`src/rtl/full_subtractor.sv`:
```
// Single-bit full subtractor with registered outputs.
// Chain mode feeds the stored borrow back for LSB-first serial words.
module full_subtractor #(
    parameter int SERIAL_WIDTH = 32
) (
    input  logic clk,
    input  logic rst_n,
    output logic Bout,
    output logic Diff,
    input  logic A,
    input  logic B,
    input  logic Bin,
    input  logic en,
    input  logic chain,
    output logic valid,
    output logic word_done
);

    localparam int CW = (SERIAL_WIDTH > 2) ? $clog2(SERIAL_WIDTH) : 1;
    localparam logic [CW-1:0] LAST = CW'(SERIAL_WIDTH - 1);
    localparam logic [CW-1:0] ONE  = CW'(1);

    logic          bin_eff;
    logic          d;
    logic          bo;
    logic          at_last;
    logic [CW-1:0] cnt;

    // Borrow source select and the combinational subtractor core.
    always_comb begin
        bin_eff = chain ? Bout : Bin;
        d       = A ^ B ^ bin_eff;
        bo      = (~A & B) | (~(A ^ B) & bin_eff);
        at_last = (cnt == LAST);
    end

    // Result registers: capture on accepted beats, hold otherwise.
    always_ff @(posedge clk) begin
        if (!rst_n) begin
            Diff  <= 1'b0;
            Bout  <= 1'b0;
            valid <= 1'b0;
        end else if (en) begin
            Diff  <= d;
            Bout  <= bo;
            valid <= 1'b1;
        end else begin
            valid <= 1'b0;
        end
    end

    // Serial position counter and end-of-word pulse.
    // A non-chained beat is the LSB, so the next position is 1.
    // A chained beat from position 0 simply starts counting at 1.
    always_ff @(posedge clk) begin
        if (!rst_n) begin
            cnt       <= '0;
            word_done <= 1'b0;
        end else if (en && !chain) begin
            cnt       <= ONE;
            word_done <= 1'b0;
        end else if (en && chain && at_last) begin
            cnt       <= '0;
            word_done <= 1'b1;
        end else if (en && chain) begin
            cnt       <= cnt + ONE;
            word_done <= 1'b0;
        end else begin
            word_done <= 1'b0;
        end
    end

endmodule

```
`config.mk`:
```
export PLATFORM = sky130hd
export DESIGN_NAME = full_subtractor
export DESIGN_NICKNAME = d
export VERILOG_FILES = /design/src/rtl/full_subtractor.sv
export SDC_FILE = /design/constraint.sdc
export NUM_CORES = 1
export LEC_CHECK = 0
export CORE_AREA = 10 10 47 49
export DETAILED_ROUTE_END_ITERATION = 10
export DIE_AREA = 0 0 57 59
export PLACE_DENSITY = 0.62
export SLEW_MARGIN = 20
export SYNTH_ARGS = -nofsm -noshare
export SYNTH_HDL_FRONTEND = slang
export SYNTH_SLANG_ARGS = --single-unit
```
`constraint.sdc`:
```
create_clock -name clk -period 1.74 [get_ports clk]
set_input_delay 0.348 -clock clk [delete_from_list [all_inputs] [get_ports clk]]
set_output_delay 0.348 -clock clk [all_outputs]
set_load 0.01 [all_outputs]
```
Word level (Yosys, flattened, before mapping)
Index checks and enable logic that the tools add are counted.

word-level totals
  output and inout port bits = 4
  logic and storage cells = 29
  input bits = 7
  bits in registers = 9

cells by class
  eq/ne operators = 1
  bitwise operators = 8
  reductions and logical operators = 7
  multiplexer cells = 6
  $add $sub $neg = 1

operator list
  cell                   count
  $mux W1                6
  $add A5 B1 Y5 const B  1
  $eq A5 B5 Y1 const B   1
  $logic_and A1 B1 Y1    3
  $not A1 Y1             3
  $reduce_bool A3 Y1     1
  $reduce_or A3 Y1       1
  $and A1 B1 Y1          2
  $reduce_or A2 Y1       1
  $xor A1 B1 Y1          2
  $logic_not A1 Y1       1
  $or A1 B1 Y1           1

Depth between registers and ports, before layout
Gate-level depths: netlist of run 1.

  depth in word-level cells = 4
  gate-level depth with buffers = 6
  depth with buffers taken out = 6

Worst setup path after synthesis of run 1
OpenSTA, ideal clock, no wires.

  kind = register -> register
  from = reg cnt[0]
  to = reg cnt[2]
  stages on the path, launching flop included = 7
  setup time = 0.070 ns
  clock period less this slack = 1.615 ns
  arrival = 1.545 ns
  slack = 0.125 ns
  data required time = 1.670 ns
  path through = dfxtp_1 > ha_1 > and3_1 > ha_1 > nand3b_1 > or3b_1 > a21boi_1

on the way
  word-level cells in the longest chain between the ends = 3
  elaborated cells between the ends (all ways) = 4
  classes of those cells = add/sub (1); eq/ne (1); reduce/logical (2)

RTL lines
  element                                                line  RTL
  start, declared                                        27    logic [CW-1:0] cnt;
  start signal, assigned                                 66    cnt <= cnt + ONE;
  branches (longest 3 deep; another with $add A5 B1 Y5)  n/a

Several ways; the timed one is not identified.
A chain may end at the register's enable or synchronous reset.

Worst setup path after layout of run 1
  from = in chain
  to = reg Diff

on the way
  word-level cells in the longest chain between the ends = 2

RTL lines
  element               line  RTL
  start, declared       14    input logic chain,
  $mux W1               31    bin_eff = chain ? Bout : Bin;
  $xor A1 B1 Y1         32    d = A ^ B ^ bin_eff;
  end signal, assigned  40    Diff <= 1'b0;
  end signal, assigned  44    Diff <= d;
  end, declared         9     output logic Diff,

Every way passes these cells.

==> results of run 1 <==
-- flip-flops by register name (all words and copies together) (netlist names) --
name       flops
word_done      1
Diff           1
Bout           1
cnt            5
valid          1
-- repair_timing --
action | CTS | global route
buffers inserted | 0 | 1
hold buffers | 0 | 0
endpoints found under the hold margin | 0 | 0
resized for setup | 0 | 1
setup endpoints to repair | 0 | 1
-- logic make-up (layout without fill, tap and decap cells) --
logic type                 count (synthesis)  in the layout  share of synthesized area (%)
adders and majority gates                  3              3                           10.6
DFF                                        9              9                           42.4
muxes                                      2              2                           5.00
and+or+nand+nor                           17             17                           24.1
buffers and inverters                      3             21                           2.94
AOI/OAI and AO/OA                          9              9                           15.0
-- layout make-up --
cell class                 instances  area (µm²)
multi-input combinational         31         235
fill                             154         795
tap                               16        20.0
clock buffer                       4        26.3
timing repair buffer              15         138
inverter                           2        7.51
sequential                         9         180
-- placed cells by master (no fill, tap or decap), types with 2 or more instances in the layout --
master and instances:
buf_4 5, clkbuf_4 3, clkdlybuf4s50_1 10, and3_1 2
o21ai_0 2, nand2_1 3, dfxtp_1 9, nand3_1 3
inv_1 2, a21boi_0 2, nor2b_1 2
-- power groups by stage --
| stage | Combinational, mW | Clock [mW] | Sequential [mW] |
|---|---|---|---|
| final | 0.0688 | 0.166 | 0.218 |
| after global routing | 0.0782 | 0.182 | 0.219 |
| after CTS | 0.0684 | 0.175 | 0.218 |
| after detailed placement | 0.0680 | 0 | 0.223 |
| after global placement | 0.0673 | 0 | 0.223 |
| after floorplan | 0.0254 | 0 | 0.225 |
-- worst max-delay path by stage --
| stage | slack (ns) | depth (start not counted) | end | from |
|---|---|---|---|---|
| 4_1_cts | 0.05 | 6 | cnt[2] | cnt[0] |
| 6_report | 0.08 | 5 | Diff | chain |
| 2_1_floorplan | 0.13 | 6 | cnt[2] | cnt[0] |
| 3_3_place_gp | -0.17 | 5 | Diff | chain |
| 5_1_grt | 0.02 | 5 | Diff | chain |
| 3_5_place_dp | -0.21 | 5 | Diff | chain |
-- metal layers --
layer	part of all wire [%]	up-vias	GRT usage [%]
li1	-	188	-
met1	42	162	5.65
met3	16	2	6.22
met5	0	-	0
met4	0.99	0	2.01
met2	40	14	8.84
-- worst register-to-register path, stage by stage, from the launching register on --
cell and delay, ns:
dfxtp_1 0.32, ha_1 0.21, and3_1 0.19, ha_2 0.19, nand3b_1 0.17, or3b_1 0.37, a21boi_1 0.13
==> impl_results.md, run 1 <==
- Final Critical Period: 1.66 ns
- Crit Path Category: in -> reg
- PwrDens: 746 nW/µm²
- First-pass DRT Iterations: 2
- Internal power: 345 µW
- Hold crit path type: reg -> reg
- YS warnings: 0
- Final setup viols: 0
- CP peak stage delay: 0.49 ns
- Hold path endpoint: cnt[4]
- CP cell instances: clkdlybuf4s50_1 > mux2_2 > fa_1 > nand2_1 > o211a_1
- Reg2reg end: cnt[2]
- Wirelength per Cell: 11.8 µm
- CP arrival: 1.82 ns
- DR DRC count: 0
- Most frequent cell after synthesis: dfxtp_1
- Crit-path max FO: 2
- Slew HR: 89.6%
- Syn Nets: 53
- Number of global-route vias before repair: 372
- Worst Max-Slew Pin Slew: 0.154 ns
- Buffers & Inverters on Critical Path: 1
- Tot Pwr: 453 µW
- Post-Synthesis Cells: 43
- Unrepaired setup endpoints after global routing: no
- Reg2reg setup slack: 0.10 ns
- EDFF count, synth: 0
- Layout cells sized above 1: 19.7%
- Number of buffers created by CTS: 3
- Routed WL: 909 µm
- Sw frac: 23.9%
- Clock power frac: 36.6%
- CP startpoint kind: input pin
- Post-synth top area share: 42.4%
- Clock sink count: 9
- Worst hold start: cnt[4]
- H-tree depth: 1
- Mapped Avg Cell Area: 9.89 µm²
- Final instance area: 607 µm²
- Vias: 366
- Crit-path leading delay family: buffers and inverters
- Max clock buf depth: 2
- TNS Setup: 0 ns
- Global Route Usage Sum: 6.03%
- Placeable Area: 1400 µm²
- Worst-Skew Late Latency: 0.26 ns
- Yosys reg bits: 9
- Sequential share of the synthesized area: 42.4%
- Post-synth top flop: dfxtp_1
- Largest net degree at the start of global routing: 11
- Worst slack at placement: -0.210 ns
- RR Startpoint: cnt[0]
- Post-layout util: 43.3%
- Non-filler instance count after layout: 77
- Sequential power share: 48.2%
- Critical path's slowest cell: clkdlybuf4s50_1
- Min Hold Slack: 0.480 ns
- Placed cells: 72
- Hold Vio Cnt, Final: 0
- Nets: 72
- Max Cap Violations: 0
- Post-Syn Area: 425 µm²
- Clock transition at the registers of the reported paths: 0.06 ns
- Clk_skew: 0.00448 ns
- Commonest cells in the netlist: 9 x dfxtp_1, 3 x nand2_1, 3 x nand3_1
- Outcome: finished clean
- Final cycle utilization of the critical path: 95.7%
- Worst VDD drop: 0.468 mV
- Hold depth: 2
- 1st-iter DRT viols: 1
- Peak Freq: 0.601 GHz
- Synth cell types: 25
- R2R depth: 6
- First-pass GRT wire length: 1.58 mm
- Top cells by area, synth: dfxtp_1 42%, ha_1 5.9%, fa_1 4.7%
- Lkg Pwr: 0.260 nW
- CP required: 1.90 ns
- Final GP Congestion: 0.734
- CTS root buffer: clkbuf_4
- Initial Util: 30.4%
- Die area: 3360 µm²
- Grt ovf: 0
- Area Growth Syn to Fin: 42.6%
- CTS tree: done
- DIE WIDTH: 57 µm
- Die H: 59 µm
- Cell Rows: 14
- Detail Route Antenna Nets: 0
- Initial antenna violation count: 0
- Placed inst area: 571 µm²
- HPWL after DPL: 713 µm
- Part of the power in combinational logic: 15.2%
- Pins Over Slew Limit: 0
- Crit end category: register
- Setup WS post-layout: 0.0756 ns
- Num ports: 11
- Area leader, netlist: dfxtp_1
- # diodes: 0
- Port Buffers: 10
- Vias per inst: 4.75
- NetSw: 108 µW
- Async SR Flop Fraction: 0%
Power figures use the tool's default switching activity.
==> run 2: changes to the inputs <==
--- a/config.mk
+++ b/config.mk
@@ -6,6 +6,7 @@
 export NUM_CORES = 1
 export LEC_CHECK = 0
 export CORE_AREA = 10 10 47 49
+export CTS_BUF_LIST = sky130_fd_sc_hd__clkbuf_8
 export DETAILED_ROUTE_END_ITERATION = 10
 export DIE_AREA = 0 0 57 59
 export PLACE_DENSITY = 0.62
==> impl_results.md, run 2 (synthesis gave the netlist of run 1 again) <==
- First-pass GRT wire length: 1.57 mm
- Final setup viols: 0
- Lkg Pwr: 0.275 nW
- Routed WL: 909 µm
- Max clock buf depth: 2
- Min Hold Slack: 0.480 ns
- Vias: 369
- Layout cells sized above 1: 19.7%
- Most frequent cells in the layout: 10 x clkdlybuf4s50_1, 9 x dfxtp_1, 5 x buf_4
- CP startpoint: chain
- Worst VDD drop: 0.625 mV
- Num ports: 11
- Initial antenna violation count: 0
- Outcome: finished clean
- Reg2reg end: cnt[2]
- Largest net degree at the start of global routing: 11
- H-tree depth: 1
- Clock power frac: 45.1%
- CP arrival: 1.81 ns
- 1st-iter DRT viols: 2
- # diodes: 0
- Pins Over Slew Limit: 0
- Hold crit path type: reg -> reg
- Number of global-route vias before repair: 367
- Max Cap Violations: 0
- Final GP Congestion: 0.734
- Worst-Skew Late Latency: 0.23 ns
- Clock sink count: 9
- Hold depth: 2
- Number of buffers created by CTS: 3
- Placeable Area: 1400 µm²
- Tot Pwr: 527 µW
- Die area: 3360 µm²
- Slew HR: 89.5%
- Global Route Usage Sum: 6.03%
- Wirelength per Cell: 11.8 µm
- Sequential power share: 41.6%
- Cell Rows: 14
- First-pass DRT Iterations: 2
- Initial Util: 30.4%
- Clk_skew: 0.00279 ns
- Crit-path max FO: 2
- Sw frac: 21.9%
- Clock transition at the registers of the reported paths: 0.04 ns
- Vias per inst: 4.79
- Crit end category: register
- Non-filler instance count after layout: 77
- CTS root buffer: clkbuf_8
- Area Growth Syn to Fin: 47.9%
- RR Startpoint: cnt[0]
- Nets: 72
- CP required: 1.86 ns
- HPWL after DPL: 713 µm
- Worst Max-Slew Pin Slew: 0.156 ns
- Port Buffers: 10
- Final cycle utilization of the critical path: 96.7%
- Reg2reg setup slack: 0.11 ns
- Hold path endpoint: cnt[4]
- Internal power: 412 µW
- CTS tree: done
- DR DRC count: 0
- PwrDens: 838 nW/µm²
- Hold Vio Cnt, Final: 0
- Detail Route Antenna Nets: 0
- Die H: 59 µm
- Final Critical Period: 1.68 ns
- Leading cell type in the layout, fill and taps excluded: clkdlybuf4s50_1
- CP startpoint kind: input pin
- Grt ovf: 0
- Placed cells: 72
- DIE WIDTH: 57 µm
- NetSw: 116 µW
- R2R depth: 6
- Flip-flop count of the largest register after layout: 5
- Part of the power in combinational logic: 13.3%
- Unrepaired setup endpoints after global routing: no
- Crit Path Category: in -> reg
- Peak Freq: 0.594 GHz
- Most flop-heavy register: cnt
- Worst hold start: cnt[4]
- Hold Buf Count CTS: 0
==> run 2: cell types whose count changed in the layout (fill, tap and decap cells not counted) <==
| cell | before | now |
|---|---|---|
| mux2_2 | 1 | 0 |
| clkbuf_4 | 3 | 0 |
| clkbuf_1 | 1 | 0 |
| clkbuf_8 | 0 | 3 |
| mux2_4 | 0 | 1 |
| inv_1 | 2 | 3 |
==> run 2: worst max path at each step <==
stage                  end  slack [ns]  depth (start not counted)
floorplan           cnt[2]        0.13                          6
global placement      Diff       -0.17                          5
detailed placement    Diff       -0.21                          5
CTS                   Diff        0.04                          5
global route          Diff        0.01                          5
finish                Diff        0.06                          5
==> run 2: what timing repair did <==
action,CTS,global route
endpoints found under the setup margin,0,2
setup buffers,0,1
endpoints found under the hold margin,0,0
resized for setup,0,2
==> run 2: per-layer routing <==
metal / up-vias / share of wire [%] / GRT usage [%]
li1: 188 / - / -
met2: 14 / 39 / 8.68
met5: - / 0 / 0
met3: 2 / 17 / 6.22
met4: 0 / 1.4 / 2.01
met1: 165 / 43 / 5.77
==> run 2: cell type report <==
class,count,area [µm²]
clock buffer,3,41.3
clock inverter,1,3.75
tap,16,20.0
sequential,9,180
multi-input combinational,31,239
fill,153,772
timing repair buffer,15,138
inverter,2,7.51
==> run 2: stage by stage <==
stage | worst slack [ns] | instance area [µm²] | TNS [ns] | utilization [%]
4_1_cts | 0.0364 | 616 | 0 | 43.9
3_5_place_dp | -0.210 | 571 | -0.373 | 40.7
6_report | 0.0572 | 629 | 0 | 44.9
3_3_place_gp | -0.165 | 571 | -0.268 | 40.7
5_1_grt | 0.0118 | 629 | 0 | 44.9
2_1_floorplan | 0.125 | 425 | 0 | -
==> run 2: power by group through the flow <==
stage / sequential [mW] / combinational [mW] / clock (mW)
6_report: 0.219 / 0.0702 / 0.238
5_1_grt: 0.220 / 0.0793 / 0.257
4_1_cts: 0.219 / 0.0683 / 0.249
3_5_place_dp: 0.223 / 0.0680 / 0
3_3_place_gp: 0.223 / 0.0673 / 0
2_1_floorplan: 0.225 / 0.0254 / 0
==> run 2: critical path: stages <==
cell and delay (ns):
clkdlybuf4s50_1 0.51, mux2_4 0.32, fa_1 0.47, nand2_1 0.05, o211a_1 0.10
==> run 3: changes to the inputs <==
--- a/config.mk
+++ b/config.mk
@@ -5,10 +5,10 @@
 export SDC_FILE = /design/constraint.sdc
 export NUM_CORES = 1
 export LEC_CHECK = 0
-export CORE_AREA = 10 10 47 49
+export CORE_AREA = 4 4 41 43
 export CTS_BUF_LIST = sky130_fd_sc_hd__clkbuf_8
 export DETAILED_ROUTE_END_ITERATION = 10
-export DIE_AREA = 0 0 57 59
+export DIE_AREA = 0 0 45 47
 export PLACE_DENSITY = 0.62
 export SLEW_MARGIN = 20
 export SYNTH_ARGS = -nofsm -noshare
==> impl_results.md, run 3 (synthesis gave the netlist of run 1 again) <==
- Number of buffers created by CTS: 3
- Outcome: finished clean
- H-tree depth: 1
- Clk_skew: 0.000744 ns
- Worst VDD drop: 0.481 mV
- Detail Route Antenna Nets: 0
- Final cycle utilization of the critical path: 97.1%
- Crit Path Category: in -> reg
- Leading cell type in the layout, fill and taps excluded: clkdlybuf4s50_1
- Flip-flop count of the largest register after layout: 5
- Clock sink count: 9
- Clock transition at the registers of the reported paths: 0.04 ns
- Vias: 364
- Number of global-route vias before repair: 352
- Worst hold start: cnt[4]
- Hold crit path type: reg -> reg
- Final Critical Period: 1.69 ns
- TNS Setup: 0 ns
- Layout cells sized above 1: 20.6%
- Final GP Congestion: 0.803
- Hold path endpoint: cnt[4]
- Peak Freq: 0.592 GHz
- Grt ovf: 0
- Setup WS post-layout: 0.0499 ns
- Hold Buf Count CTS: 0
- RR Startpoint: cnt[0]
- DR DRC count: 0
- Slew HR: 89.8%
- Post-layout util: 48.9%
- CTS root buffer: clkbuf_8
- Cell Rows: 13
- Initial Util: 32.7%
- Port Buffers: 10
- CP arrival: 1.82 ns
- Wirelength per Cell: 10.6 µm
- Lkg Pwr: 0.286 nW
- Unrepaired setup endpoints after global routing: no
- CP startpoint kind: input pin
- First-pass DRT Iterations: 4
- Post-CTS Setup Bufs: 0
- Max clock buf depth: 2
- Final setup viols: 0
- Reg2reg end: cnt[2]
- CTS tree: done
- Worst Max-Slew Pin Slew: 0.152 ns
- Routed WL: 830 µm
- Global Route Usage Sum: 10.5%
- Num ports: 11
- Crit end category: register
- Placeable Area: 1300 µm²
- Most frequent cells in the layout: 10 x clkdlybuf4s50_1, 9 x dfxtp_1, 7 x buf_4
- Cts repair resizes: 0
- HPWL after DPL: 645 µm
- Die H: 47 µm
- 1st-iter DRT viols: 5
- Nets: 74
- DIE WIDTH: 45 µm
- Reg2reg setup slack: 0.10 ns
- CP required: 1.87 ns
- Max Cap Violations: 0
- R2R depth: 6
- Worst slack at placement: -0.201 ns
- Initial antenna violation count: 0
- Pins Over Slew Limit: 0
- Hold depth: 2
- Largest net degree at the start of global routing: 11
- Vias per inst: 4.67
- First-pass GRT wire length: 1.48 mm
- Most flop-heavy register: cnt
- # diodes: 0
- Die area: 2120 µm²
- Area Growth Syn to Fin: 49.7%
- PwrDens: 825 nW/µm²
- Worst-Skew Late Latency: 0.23 ns
- Hold Vio Cnt, Final: 0
- Crit-path max FO: 2
run 3: area by class of cell:
cell class	count	area (µm²)
timing repair buffer	17	153
clock inverter	1	3.75
fill	137	664
multi-input combinational	31	233
tap	15	18.8
clock buffer	3	41.3
inverter	2	7.51
sequential	9	180
run 3: worst max path at each step:
stage / from / endpoint / slack, ns
3_3_place_gp: chain / Diff / -0.18
3_5_place_dp: chain / Diff / -0.20
2_1_floorplan: cnt[0] / cnt[2] / 0.13
4_1_cts: chain / Diff / 0.05
5_1_grt: chain / Diff / 0.002
6_report: chain / Diff / 0.05
run 3: per-layer routing:
layer / GRT usage (%) / vias to the layer above / wire length, µm
li1: - / 193 / -
met1: 13.4 / 154 / 412
met2: 13.3 / 12 / 318
met3: 1.15 / 5 / 52
met4: 14.0 / 0 / 46
met5: 0 / - / 0
run 3: worst max-delay path: stages:
cell	delay, ns
clkdlybuf4s50_1	0.49
mux2_2	0.35
fa_1	0.48
nand2_1	0.05
o211a_1	0.10
run 3: through the flow:
stage	hold slack, ns	total power, mW	instances	instance area, µm²
final	0.473	0.526	78	637
after global routing	0.485	0.557	78	637
after CTS	0.477	0.538	78	637
after detailed placement	0.471	0.292	74	592
after global placement	0.461	0.292	74	592
after floorplan	0.445	0.251	43	425
run 3: power by group:
part	leakage [nW]	switching, mW	total, mW	internal (mW)
Combinational	0.186	0.0269	0.0693	0.0424
Sequential	0.0736	0.00405	0.219	0.215
Clock	0.0269	0.0838	0.238	0.154
